**src/rtl/ram_sync_wxd.sv**
```systemverilog
// Parametrised single-port synchronous RAM with a registered read and a valid strobe.
// After reset, a hardware sweep zeroes every word. An out-of-range access raises err.
module ram_sync_wxd #(
    parameter int unsigned WIDTH = 8,
    parameter int unsigned DEPTH = 8,
    parameter int unsigned ABITS = 3
) (
    input  logic             clk,
    input  logic             clear,
    input  logic [WIDTH-1:0] entrada,
    input  logic [ABITS-1:0] a,
    input  logic             rw,
    input  logic             en,
    output logic [WIDTH-1:0] s,
    output logic             valid,
    output logic             busy,
    output logic             err
);

    typedef enum logic {INIT, READY} state_t;

    state_t           state;
    logic [ABITS-1:0] cnt;
    logic [WIDTH-1:0] mem [DEPTH];
    logic             in_range;

    // A non-power-of-two DEPTH leaves the top of the address space unmapped.
    assign in_range = (32'(a) < DEPTH);

    always_ff @(posedge clk) begin
        if (!clear) begin
            state <= INIT;
            cnt   <= '0;
            s     <= '0;
            valid <= 1'b0;
            err   <= 1'b0;
            busy  <= 1'b1;
        end else begin
            case (state)
                INIT: begin
                    mem[cnt] <= '0;
                    s        <= '0;
                    valid    <= 1'b0;
                    err      <= 1'b0;
                    if (cnt == ABITS'(DEPTH - 1)) begin
                        state <= READY;
                        busy  <= 1'b0;
                    end else begin
                        cnt <= cnt + 1'b1;
                    end
                end
                READY: begin
                    valid <= 1'b0;
                    err   <= 1'b0;
                    if (en) begin
                        if (!in_range) begin
                            err <= 1'b1;
                            if (!rw) begin
                                s     <= '0;
                                valid <= 1'b1;
                            end
                        end else if (rw) begin
                            mem[a] <= entrada;
                        end else begin
                            s     <= mem[a];
                            valid <= 1'b1;
                        end
                    end
                end
                default: state <= INIT;
            endcase
        end
    end

endmodule

```
**config.mk**
```make
export PLATFORM = sky130hd
export DESIGN_NAME = ram_sync_wxd
export DESIGN_NICKNAME = d
export VERILOG_FILES = /design/src/rtl/ram_sync_wxd.sv
export SDC_FILE = /design/constraint.sdc
export NUM_CORES = 1
export LEC_CHECK = 0
export CORE_UTILIZATION = 40
export DETAILED_ROUTE_END_ITERATION = 16
export PLACE_DENSITY = 0.63
export SYNTH_ARGS = -nofsm -noshare
export SYNTH_HDL_FRONTEND = slang
export SYNTH_SLANG_ARGS = --single-unit
```
**constraint.sdc**
```tcl
create_clock -name clk -period 2.6 [get_ports clk]
set_input_delay 0.52 -clock clk [delete_from_list [all_inputs] [get_ports clk]]
set_output_delay 0.52 -clock clk [all_outputs]
set_load 0.005 [all_outputs]
```
==> results.py <==
metrics = {
    "synth": {
        "yosysWarnings": 0,
        "synth_nets": 234,
        "synth-main-ff-cell": "edfxtp_1",
        "synth_seq_cells": 78,
        "synth.area.top_cells": "edfxtp_1, mux2i_1, dfxtp_1",
        "synth_common_cells": "edfxtp_1, mux2i_1, nor2_1",
        "yosysTopAreaCellShare_pct": 61.1,
        "ys_types": 25,
        "post-synth-top-count-cell": "edfxtp_1",
        "synth_cells": 217,
        "synth.avg_cell_area_sq_um": 14.5,
        "synth_area_sq_um": 3140,
        "yosysTopAreaCell": "edfxtp_1",
        "synth-seq-area-share_pct": 70.0,
        "synthArstFlopShare_pct": 0,
        "synth_edf_count": 64,
    },
    "floorplanning": {
        "initial_core_util_pct": 42.4,
        "floorplan.die_area_sq_um": 8220,
        "core_area_sq_um": 7410,
        "die_h_um": 90.7,
        "die_w_um": 90.7,
        "rows": 31,
        "io_pins": 26,
    },
    "detailed_routing": {
        "viasPerCell": 5.05,
        "dr_total_vias": 1807,
        "avgRoutedWirePerCell_um": 17.2,
        "ant_nets": 0,
        "routed_wl_um": 6140,
        "drt-initial-drc-count": 81,
        "first_pass_iters": 4,
        "drc_errors": 0,
    },
    "placed_design": {
        "dp_hpwl_um": 4210,
        "io_buffers": 24,
        "pre_cts_slack_ns": 0.158,
        "gp_congestion": 0.742,
    },
    "cells_and_area": {
        "drive_gt1_share_pct": 11.2,
        "antenna_cells": 0,
        "finish.net_count": 271,
        "n_fill_cell": 626,
        "multiInputGateArea_sq_um": 852,
        "areaGrowthSynthToFinish_pct": 18.1,
        "layout.area.seq_sq_um": 2200,
    },
    "grt": {
        "antenna_found_initial": 0,
        "grt_usage_pct": 16.4,
        "grt_max_degree": 22,
        "grt_overflow_total": 0,
        "grt_pass1_vias": 1765,
        "grt_pass1_wl_um": 9470,
    },
    "sta": {
        "max_freq_mhz": 478,
        "fin_crit_ns": 2.09,
        "hold_viol": 0,
        "finClkSkew_ns": 0.00905,
        "worst_pin_slew_ns": 0.604,
        "worst_slack_ns": 0.508,
        "finalMaxSlewViolations": 0,
        "finalSetupTns_ns": 0,
        "rsz0062_at_grt": "false",
        "setup_viol": 0,
        "slew_headroom_pct": 59.6,
        "period_share_pct": 80.5,
    },
    "clock_tree": {
        "htreeDepth": 3,
        "ctsResizeCount": 0,
        "cts_sinks": 78,
        "postCtsHoldBufs": 0,
        "clk_pin_slew_ns": 0.07,
        "cts_tree": "built",
        "numCtsBuffers": 9,
        "post_cts_buffers": 0,
        "clockBufferDepth": 2,
        "clock_latency_ns": 0.34,
        "cts-root-buf": "clkbuf_8",
    },
    "setup_path": {
        "crit_path_end_kind": "flip-flop",
        "crit_path_cell_trace": "clkdlybuf4s50_1 -> and4_1 -> mux2i_1 -> nand2_1 -> nor2_1 -> buf_4",
        "critPathRequiredTime_ns": 2.65,
        "arrival_ns": 2.14,
        "worst-setup-path-type": "in2reg",
        "cp-start-kind": "primary input",
        "worst_path_largest_cell_delay_ns": 0.52,
        "critPathSlowestCell": "clkdlybuf4s50_1",
        "worstPathMaxFanout": 8,
    },
    "status": {
        "status": "finished, final reports clean",
    },
    "power": {
        "max-vdd-ir-drop_uv": 260,
        "p_per_area_nw_per_um2": 637,
        "p_leak_nw": 1.25,
        "p_total_mw": 2.37,
    },
    "run": {
        "maxCapViolCount": 0,
    },
    "worst_hold_path": {
        "hold_class": "reg2reg",
    },
}
==> critical path, delay by kind of cell <==
kind | cells | cell delay [ns]
buffers and inverters | 2 | 0.71
muxes | 1 | 0.35
and+or+nand+nor | 3 | 0.56
==> path summary, 6_finish.rpt <==
kind         start         to  slack (ns)  cells after the start
min reg2reg   busy       busy        0.48                      2
max reg2reg  state  mem[0][6]        0.72                      5
min           busy       busy        0.48                      2
max             rw  mem[0][6]        0.51                      6
==> layout make-up <==
type	instances	area share [%]
Clock buffer	15	4.75
Tap cell	99	3.33
Inverter	2	0.202
Multi-Input combinational cell	124	22.9
Clock inverter	1	0.135
Timing Repair Buffer	39	9.36
Sequential cell	78	59.3
==> per-stage QoR <==
stage | hold WS [ns] | utilization (%) | instances | cell area [sq um]
after floorplan | 0.456 | - | 217 | 3140
after global placement | 0.460 | 47.7 | 342 | 3530
final | 0.479 | 50.1 | 358 | 3710
after CTS | 0.484 | 50.1 | 358 | 3710
after detailed placement | 0.468 | 47.7 | 342 | 3530
after global routing | 0.519 | 50.1 | 358 | 3710
==> layer usage <==
layer | vias up | track usage (%) | share of wire, %
met4 | 0 | 6.99 | 1.9
met2 | 53 | 25.2 | 46
met5 | - | 0 | 0
met1 | 864 | 21.8 | 45
li1 | 879 | - | -
met3 | 11 | 4.55 | 7.2
==> layout by cell type (no fill, tap or decap) <==
master | synthesis | layout
a21boi_0 | 2 | 2
a21oi_1 | 8 | 8
a22oi_1 | 16 | 16
and2_1 | 10 | 10
and4_1 | 1 | 1
buf_2 | 0 | 1
buf_4 | 7 | 15
clkbuf_1 | 2 | 3
clkbuf_8 | 0 | 12
clkdlybuf4s50_1 | 0 | 23
clkinv_2 | 0 | 1
conb_1 | 1 | 1
dfxtp_1 | 14 | 14
edfxtp_1 | 64 | 64
ha_1 | 2 | 2
inv_1 | 2 | 2
mux2i_1 | 34 | 34
nand2_1 | 7 | 7
nand2b_1 | 3 | 3
nand4_1 | 1 | 1
nand4b_1 | 1 | 1
nor2_1 | 19 | 19
nor2b_1 | 4 | 4
nor3_1 | 8 | 8
o21ai_0 | 5 | 5
or2_1 | 1 | 1
xnor2_1 | 1 | 1
==> where the power goes <==
| group | total [mW] | switching (mW) | internal, mW |
|---|---|---|---|
| logic | 0.159 | 0.0883 | 0.0711 |
| registers | 1.39 | 0.0119 | 1.38 |
| clock network | 0.815 | 0.389 | 0.425 |
| total | 2.37 | 0.490 | 1.88 |
==> registers in the layout (all words and copies together), names as in the netlist <==
signal and cells:
busy 1, cnt 3, mem 64, s 8
state 1, valid 1
==> cell families after synthesis <==
group,Yosys count,share of synthesized area (%)
muxes,34,10.8
AOI/OAI and AO/OA,31,6.37
adders and majority gates,2,0.796
and+or+nand+nor,55,8.72
other,1,0.119
DFF,78,70.0
buffers and inverters,15,2.87
xor gates and xnor gates,1,0.279
Note: power is estimated with default switching activity, not from simulation.
